File: config.mk
export PLATFORM = sky130hd
export DESIGN_NAME = inst_fetch_flat
export DESIGN_NICKNAME = d
export VERILOG_FILES = /design/src/rtl/turtle_pkg.sv /design/src/rtl/inst_fetch_if.sv /design/src/rtl/inst_fetch_imm_decode.sv /design/src/rtl/inst_fetch.sv /design/src/flat_wrapper.sv
export SDC_FILE = /design/constraint.sdc
export NUM_CORES = 1
export LEC_CHECK = 0
export BUFFER_PORTS_ARGS = -buffer_cell sky130_fd_sc_hd__buf_2
export CORE_MARGIN = 2
export CORE_UTILIZATION = 25
export DETAILED_ROUTE_END_ITERATION = 8
export HOLD_SLACK_MARGIN = 0.12
export RECOVER_POWER = 50
export SLEW_MARGIN = 20
export SYNTH_ARGS = -nofsm -noshare
export SYNTH_HDL_FRONTEND = slang
export SYNTH_SLANG_ARGS = --single-unit
File: constraint.sdc
create_clock -name clk -period 1.55 [get_ports clk]
set_input_delay 0.31 -clock clk [delete_from_list [all_inputs] [get_ports clk]]
set_output_delay 0.31 -clock clk [all_outputs]
set_load 0.05 [all_outputs]
File: src/rtl/turtle_pkg.sv
// Shared types for the fetch slice: FSM state encoding, fault cause codes
// and the NOP instruction. No ports; imported with import turtle_pkg::*.
package turtle_pkg;

    typedef enum logic [2:0] {
        S_IDLE,
        S_REQ,
        S_WAIT,
        S_DONE,
        S_FAULT,
        S_DRAIN
    } fetch_state_e;

    typedef enum logic [1:0] {
        CAUSE_NONE     = 2'd0,
        CAUSE_BUS      = 2'd1,
        CAUSE_TIMEOUT  = 2'd2,
        CAUSE_MISALIGN = 2'd3
    } fault_cause_e;

    // addi x0, x0, 0
    localparam logic [31:0] NOP_INST_DEF = 32'h0000_0013;

endpackage

File: src/rtl/inst_fetch_if.sv
// Instruction bus between the fetch stage (master) and memory (slave).
// Signals: mem_req/mem_addr (request), mem_gnt, mem_rvalid/mem_rdata/mem_err.
interface inst_fetch_if;

    logic        mem_req;
    logic [31:0] mem_addr;
    logic        mem_gnt;
    logic        mem_rvalid;
    logic [31:0] mem_rdata;
    logic        mem_err;

    modport master (
        output mem_req,
        output mem_addr,
        input  mem_gnt,
        input  mem_rvalid,
        input  mem_rdata,
        input  mem_err
    );

    modport slave (
        input  mem_req,
        input  mem_addr,
        output mem_gnt,
        output mem_rvalid,
        output mem_rdata,
        output mem_err
    );

endinterface

File: src/rtl/inst_fetch_imm_decode.sv
// Combinational J/B immediate decoder, shared with the decode stage.
// Ports: inst (in 32), imm_j (out 32), imm_b (out 32), both sign-extended.
module imm_decode (
    input  logic [31:0] inst,
    output logic [31:0] imm_j,
    output logic [31:0] imm_b
);

    assign imm_j = {{12{inst[31]}}, inst[19:12], inst[20],
                    inst[30:21], 1'b0};

    assign imm_b = {{20{inst[31]}}, inst[7], inst[30:25],
                    inst[11:8], 1'b0};

endmodule

File: src/rtl/inst_fetch.sv
// Instruction fetch stage: one word read per fetch_start, holds the result,
// handles flush, bus error and timeout. Optional macro
// FETCH_MISALIGN_CHECK_EN faults misaligned PCs (cause 3) instead of masking.
// Ports: clk, reset (sync, active-high), pc_in, fetch_start, fetch_flush,
//  mem (inst_fetch_if.master), inst_valid, inst_out, inst_imm_j, inst_imm_b,
//  fetch_busy, fetch_fault, fault_cause.
module inst_fetch
    import turtle_pkg::*;
#(
    parameter int          TIMEOUT  = 16,
    parameter logic [31:0] NOP_INST = NOP_INST_DEF
) (
    input  logic                clk,
    input  logic                reset,
    input  logic [31:0]         pc_in,
    input  logic                fetch_start,
    input  logic                fetch_flush,
    inst_fetch_if.master        mem,
    output logic                inst_valid,
    output logic [31:0]         inst_out,
    output logic [31:0]         inst_imm_j,
    output logic [31:0]         inst_imm_b,
    output logic                fetch_busy,
    output logic                fetch_fault,
    output logic [1:0]          fault_cause
);

    localparam int CW = $clog2(TIMEOUT + 1);
    localparam logic [CW-1:0] CNT_MAX = CW'(TIMEOUT);

    fetch_state_e  state_q, state_d;
    fault_cause_e  cause_q, cause_d;
    logic [31:0]   addr_q, addr_d;
    logic [31:0]   inst_q, inst_d;
    logic [CW-1:0] cnt_q, cnt_d;
    logic          valid_q, valid_d;
    logic          req_q, req_d;
    logic          busy_q, busy_d;
    logic          fault_q, fault_d;

    always_comb begin
        state_d = state_q;
        cause_d = cause_q;
        addr_d  = addr_q;
        inst_d  = inst_q;
        cnt_d   = cnt_q;
        valid_d = valid_q;

        unique case (state_q)
            S_IDLE, S_DONE, S_FAULT: begin
                if (fetch_flush) begin
                    state_d = S_IDLE;
                    valid_d = 1'b0;
                    inst_d  = NOP_INST;
                    cause_d = CAUSE_NONE;
                end else if (fetch_start) begin
                    valid_d = 1'b0;
                    cause_d = CAUSE_NONE;
`ifdef FETCH_MISALIGN_CHECK_EN
                    if (pc_in[1:0] != 2'b00) begin
                        state_d = S_FAULT;
                        cause_d = CAUSE_MISALIGN;
                    end else begin
                        addr_d  = pc_in;
                        state_d = S_REQ;
                    end
`else
                    addr_d  = pc_in & ~32'h3;
                    state_d = S_REQ;
`endif
                end
            end

            S_REQ: begin
                if (fetch_flush) begin
                    state_d = S_IDLE;
                    valid_d = 1'b0;
                    inst_d  = NOP_INST;
                end else if (mem.mem_gnt) begin
                    state_d = S_WAIT;
                    cnt_d   = '0;
                end
            end

            S_WAIT: begin
                if (fetch_flush) begin
                    // A response arriving with the flush settles the debt.
                    state_d = mem.mem_rvalid ? S_IDLE : S_DRAIN;
                    valid_d = 1'b0;
                    inst_d  = NOP_INST;
                    cnt_d   = '0;
                end else if (mem.mem_rvalid) begin
                    if (mem.mem_err) begin
                        state_d = S_FAULT;
                        cause_d = CAUSE_BUS;
                    end else begin
                        state_d = S_DONE;
                        inst_d  = mem.mem_rdata;
                        valid_d = 1'b1;
                    end
                end else if (cnt_q == CNT_MAX) begin
                    state_d = S_FAULT;
                    cause_d = CAUSE_TIMEOUT;
                end else begin
                    cnt_d = cnt_q + CW'(1);
                end
            end

            S_DRAIN: begin
                if (mem.mem_rvalid || cnt_q == CNT_MAX) begin
                    state_d = S_IDLE;
                end else begin
                    cnt_d = cnt_q + CW'(1);
                end
            end

            default: begin
                state_d = S_IDLE;
            end
        endcase
    end

    always_comb begin
        req_d   = (state_d == S_REQ);
        busy_d  = (state_d == S_REQ) || (state_d == S_WAIT) ||
                  (state_d == S_DRAIN);
        fault_d = (state_d == S_FAULT);
    end

    always_ff @(posedge clk) begin
        if (reset) begin
            state_q <= S_IDLE;
            cause_q <= CAUSE_NONE;
            addr_q  <= '0;
            inst_q  <= NOP_INST;
            cnt_q   <= '0;
            valid_q <= 1'b0;
            req_q   <= 1'b0;
            busy_q  <= 1'b0;
            fault_q <= 1'b0;
        end else begin
            state_q <= state_d;
            cause_q <= cause_d;
            addr_q  <= addr_d;
            inst_q  <= inst_d;
            cnt_q   <= cnt_d;
            valid_q <= valid_d;
            req_q   <= req_d;
            busy_q  <= busy_d;
            fault_q <= fault_d;
        end
    end

    assign mem.mem_req  = req_q;
    assign mem.mem_addr = addr_q;
    assign inst_valid   = valid_q;
    assign inst_out     = inst_q;
    assign fetch_busy   = busy_q;
    assign fetch_fault  = fault_q;
    assign fault_cause  = cause_q;

    imm_decode u_imm (
        .inst  (inst_q),
        .imm_j (inst_imm_j),
        .imm_b (inst_imm_b)
    );

endmodule

File: src/flat_wrapper.sv
// flat-port wrapper written by rule: the top's interface ports become plain ports
module inst_fetch_flat import turtle_pkg::*;
#(
    parameter int          TIMEOUT  = 16,
    parameter logic [31:0] NOP_INST = NOP_INST_DEF
)
  (clk, reset, pc_in, fetch_start, fetch_flush, inst_valid, inst_out, inst_imm_j, inst_imm_b, fetch_busy, fetch_fault, fault_cause, mem_mem_req, mem_mem_addr, mem_mem_gnt, mem_mem_rvalid, mem_mem_rdata, mem_mem_err);
  inst_fetch_if mem_i ();
  input  logic clk;
  input  logic reset;
  input  logic [31:0] pc_in;
  input  logic fetch_start;
  input  logic fetch_flush;
  output logic inst_valid;
  output logic [31:0] inst_out;
  output logic [31:0] inst_imm_j;
  output logic [31:0] inst_imm_b;
  output logic fetch_busy;
  output logic fetch_fault;
  output logic [1:0] fault_cause;
  output wire logic [$bits(mem_i.mem_req)-1:0] mem_mem_req;
  output wire logic [$bits(mem_i.mem_addr)-1:0] mem_mem_addr;
  input wire logic [$bits(mem_i.mem_gnt)-1:0] mem_mem_gnt;
  input wire logic [$bits(mem_i.mem_rvalid)-1:0] mem_mem_rvalid;
  input wire logic [$bits(mem_i.mem_rdata)-1:0] mem_mem_rdata;
  input wire logic [$bits(mem_i.mem_err)-1:0] mem_mem_err;
  assign mem_mem_req = mem_i.mem_req;
  assign mem_mem_addr = mem_i.mem_addr;
  assign mem_i.mem_gnt = mem_mem_gnt;
  assign mem_i.mem_rvalid = mem_mem_rvalid;
  assign mem_i.mem_rdata = mem_mem_rdata;
  assign mem_i.mem_err = mem_mem_err;
  inst_fetch #(.TIMEOUT(TIMEOUT), .NOP_INST(NOP_INST)) u_core (.clk(clk), .reset(reset), .pc_in(pc_in), .fetch_start(fetch_start), .fetch_flush(fetch_flush), .mem(mem_i), .inst_valid(inst_valid), .inst_out(inst_out), .inst_imm_j(inst_imm_j), .inst_imm_b(inst_imm_b), .fetch_busy(fetch_busy), .fetch_fault(fetch_fault), .fault_cause(fault_cause));
endmodule
After elaboration in Yosys (flattened, before gate mapping)
Index checks and enable logic that the tools add are counted.

Flip-flop bits (word level): 76. Word-level logic and storage cells: 86. Bits of input ports: 71. Output and inout port bits: 134.

Reductions and logical operators: 15. $add $sub $neg: 1. Multiplexer cells: 37. Bitwise logic cells: 1. Equality and inequality tests: 23.

Operators by type and width (number): 2-to-1 mux 32 bit (4); case mux 32 bit (2 select lines) (1); 2-to-1 mux 3 bit (10); 2-to-1 mux 5 bit (6); inequality test 3 bit, second input constant (6); case mux 5 bit (3 select lines) (1); equality test 3 bit, second input constant (4); 2-to-1 mux 2 bit (6); case mux 3 bit (4 select lines) (1); inequality test 2 bit, second input constant (5); AND reduction 5 bit (2); equality test 3 x 2 -> 1 bit, second input constant (3); equality test 3 x 1 -> 1 bit, second input constant (2); 2-to-1 mux 1 bit (6); AND reduction 6 bit (1); nonzero test 3 bit (2); adder 5 x 1 -> 5 bit, second input constant (1); equality test 5 bit, second input constant (1); case mux 2 bit (2 select lines) (1); AND reduction 4 bit (1); nonzero test 2 bit (2); OR reduction 4 bit (1); logical NOT 3 bit (1); logical OR 1 bit (3); other kinds (6) (6).

Longest topological paths before layout
Depth in word-level cells: 8. Depth in mapped cells: 7. Gate-level depth less buffers: 7.

Cells and area by module
A second synthesis with hierarchy kept.

Cells, all modules: 416. Area total of the unflattened synthesis: 3647.2 um^2.

By module, submodules not included: inst_fetch (cells each 351, instances 1, area each 3163.0 um^2, sequential area each 1521.5 um^2); imm_decode (cells each 65, instances 1, area each 484.2 um^2, sequential area each 0.0 um^2).

Worst setup path after synthesis
No wires, ideal clock.

Path type: flip-flop to output port. Start point: register u_core.inst_q[31] (netlist: u_core.inst_out[31]). End point: output inst_imm_b[13]. Arrival: 1481 ps. Cell stages (with the launch flop): 2. Data required time: 1240 ps. Path slack: -241 ps. Path buffers: 1. Cells stage by stage: dfxtp_1 > buf_4.

RTL lines: from (decl) (line inst_fetch.sv:34) `logic [31:0] inst_q, inst_d;`; from (signal assigned) (line inst_fetch.sv:145) `inst_q <= inst_d;`; to (decl) (line flat_wrapper.sv:17) `output logic [31:0] inst_imm_b;`.

No word-level cell between the ends.

Worst setup path in the final report
Start point: register u_core.cnt_q[0]. End point: register u_core.fault_q (netlist: u_core.fetch_fault).

Word-level cells in the longest chain between the ends: 6. Elaborated cells between the ends (all ways): 8. Classes of those cells: eq/ne: 2; mux: 5; reduce/logical: 1.

Ends and longest elaborated chain: from (decl) (line inst_fetch.sv:35) `logic [CW-1:0] cnt_q, cnt_d;`; from (signal assigned) (line inst_fetch.sv:146) `cnt_q <= cnt_d;`; equality test 5 bit (*) (line inst_fetch.sv:101, inst_fetch.sv:110); 2-to-1 mux 3 bit (line inst_fetch.sv:101) `end else if (cnt_q == CNT_MAX) begin`; 2-to-1 mux 3 bit (line inst_fetch.sv:92) `end else if (mem.mem_rvalid) begin`; 2-to-1 mux 3 bit (line inst_fetch.sv:86) `if (fetch_flush) begin`; case mux 3 bit (4 select lines) (*) (line inst_fetch.sv:49) `unique case (state_q)`; equality test 3 bit (*) (line inst_fetch.sv:127) `fault_d = (state_d == S_FAULT);`; to (signal assigned) (line inst_fetch.sv:150) `fault_q <= fault_d;`; to (decl) (line inst_fetch.sv:39) `logic fault_q, fault_d;`.

Mark *: on every way between the ends. The rest lies on a longest branch, timed or not. A chain may end at the register's enable or synchronous reset.

==> reports/metrics.yaml <==
clkLatencyLatePin_ps: 340
postCtsHoldBufs: 0
drv_cap: 0
finalSetupViolations: 66
ys_warn_count: 0
synth_area_um2: 3830
tritoncts: "done"
path_max_fanout: 5
ys_types: 52
cts_buffers: 9
synth_most_common_cell: "dfxtp_1"
hold_slack_ps: 214
switching_power_w: 0.00137
nFillCells: 1516
grt_antenna_before_repair: 0
wl_per_cell_um: 13.6
max-vdd-ir-drop_mv: 0.666
core_area_um2: 15100
hp-class: "input pin to flop"
viasPerCell: 4.37
clkPwrFrac_pct: 41.4
p_per_area_nw_per_um2: 833
period_minus_slack_ps: 1660
num_io_pins: 205
final_util_pct: 39.4
setup_ws_ps: -106
clock_tree.buffer_depth: 2
grt_pass1_vias: 3071
synthTopCellsByArea: "dfxtp_1 (40%), buf_4 (13%), mux2i_1 (9.1%)"
finalWirelength_mm: 11.0
postRouteAntennaNets: 0
power_w: 0.00496
status: "finished with violations"
finalNonFillerCells: 810
syn_avg_cell_area_um2: 8.65
numPortBuffers: 198
cts-htree-levels: 3
first_pass_iters: 4
antenna_cells: 0
grt_max_degree: 40
grt_overflow: 0
cp.required_ps: 1820
dp_hpwl_mm: 6.82
drtIter0Drc: 106
seqCellArea_um2: 1530
layout-drive-gt1-share_pct: 62.4
synthFlopType: "dfxtp_1"
hold_violations: 0
cts.sinks: 76
r2r-end: "u_core.fetch_fault$_SDFF_PP0_"
worstHoldStart: "pc_in[28]"
finalCritPeriodShare_pct: 107
rsz0062_at_grt: "yes"
reg2reg_depth: 7
synthArstFlopShare_pct: 0
grtUsageTotal_pct: 11.8
switching_share_pct: 27.7
multi_input_area_um2: 2210
start_kind: "flop"
synth_largest_area_cell: "dfxtp_1"
clock_skew_ps: 11.0
synthTopCellsByCount: "dfxtp_1 (76), buf_4 (67), nand2_1 (63)"
place_ws_ps: -144
dieArea_um2: 16300
crit_arrival_ps: 1920
drcViolationCount: 0
initial_core_util_pct: 25.4
clk_pin_slew_worst_paths_ps: 60
fin_nets: 692
dp_cells: 778
grt_pass1_wl_mm: 15.0
die_y_um: 128
violations: "negative setup slack"
slew_viol_final: 0
max_clock_freq_mhz: 604
synth-edff-count: 0
cp-end-kind: "flop"
r2r_start: "u_core.cnt_q[0]$_SDFFE_PP0P_"
min_path_cells: 3
internal_power_w: 0.00358
combPwrFrac_pct: 17.6
reg2reg_slack_ps: -110
area_growth_pct: 55.4
root_buffer: "clkbuf_16"
crit_path_start: "u_core.cnt_q[0]$_SDFFE_PP0P_"
synth_seq_cells: 76
pwr-share-seq_pct: 41.0
synth_top_area_share_pct: 39.7
fp.dieW_um: 128
whs_endpoint: "u_core.mem.mem_addr[28]$_SDFFE_PP0P_"
vias: 3543
ys_seq_area_share_pct: 39.7
netlist_instances: 443
p_leak_nw: 2.83
gp_congestion: 0.759
crit_type: "flop to flop"
core.rowCount: 45
-- layer usage --
metal	up-vias	part of all wire (%)	global-route usage [%]
met5	-	0	0
met4	0	1.0	4.07
met3	8	6.7	4.42
met2	138	51	20.1
met1	1646	42	13.5
li1	1751	-	-
-- flip-flops by register name, summed over array words and instances (netlist names) --
name                 count
u_core.mem.mem_req       1
u_core.mem.mem_addr     30
u_core.cnt_q             5
u_core.state_q           3
u_core.fetch_busy        1
u_core.inst_valid        1
u_core.fault_cause       2
u_core.inst_out         32
u_core.fetch_fault       1
-- kinds of logic after synthesis --
kind of cell	count (synthesis)	synth area share, %
adders and majority gates	2	0.653
buffers and inverters	96	17.1
and+or+nand+nor	173	23.2
DFF	76	39.7
AOI/OAI and AO/OA	58	9.51
other	1	0.0979
muxes	36	9.51
xor gates and xnor gates	1	0.229
-- worst max-delay path by stage --
stage,to
finish,u_core.fetch_fault$_SDFF_PP0_
floorplan,u_core.mem.mem_req$_SDFF_PP0_
global route,u_core.fault_cause[1]$_SDFFE_PP0P_
CTS,u_core.mem.mem_req$_SDFF_PP0_
detailed placement,u_core.mem.mem_addr[30]$_SDFFE_PP0P_
global placement,u_core.mem.mem_addr[14]$_SDFFE_PP0P_
-- power groups by stage --
stage / Combinational [W] / Clock, W / Sequential (W)
finish: 0.000871 / 0.00205 / 0.00203
global route: 0.000925 / 0.00221 / 0.00204
CTS: 0.000692 / 0.00214 / 0.00202
detailed placement: 0.000630 / 0 / 0.00206
global placement: 0.000628 / 0 / 0.00206
floorplan: 0.000269 / 0 / 0.00221
-- through the flow --
stage	instance area [µm²]	TNS [ps]
floorplan	3850	-0.502
global placement	4800	-6930
detailed placement	4800	-8020
CTS	5310	-621
global route	5950	-6480
finish	5950	-1910
-- cell type report --
cell class / instances / share of cell area [%]
Timing Repair Buffer: 254 / 28.1
Multi-Input combinational cell: 274 / 37.2
Clock inverter: 5 / 0.925
Tap cell: 188 / 3.95
Sequential cell: 76 / 25.8
Inverter: 4 / 0.252
Clock buffer: 9 / 3.78
-- worst max-delay path, stage by stage (launching register included) --
cell and delay (ps):
dfxtp_2 330, inv_2 70, ha_4 130, and4bb_4 290, mux2i_4 90, a32o_2 250
or2_4 260, nor3_2 160
-- what timing repair did --
action | 4_1_cts | 5_1_grt
pin swaps | 2 | 77
gates cloned | 2 | 7
buffers inserted | 8 | 2
resized for setup | 27 | 132
setup endpoints to repair | 103 | 72
-- placed cells by master (no fill, tap or decap), types with 23 or more instances in the layout --
master,synthesis,routed
buf_4,67,34
nand2_2,0,23
nor2_1,41,40
dfxtp_1,76,70
clkbuf_2,1,66
nand2_4,0,32
and2_1,29,29
a21oi_2,1,30
mux2i_1,35,34
buf_2,10,132
No activity file was read; power rests on OpenSTA's default activity.
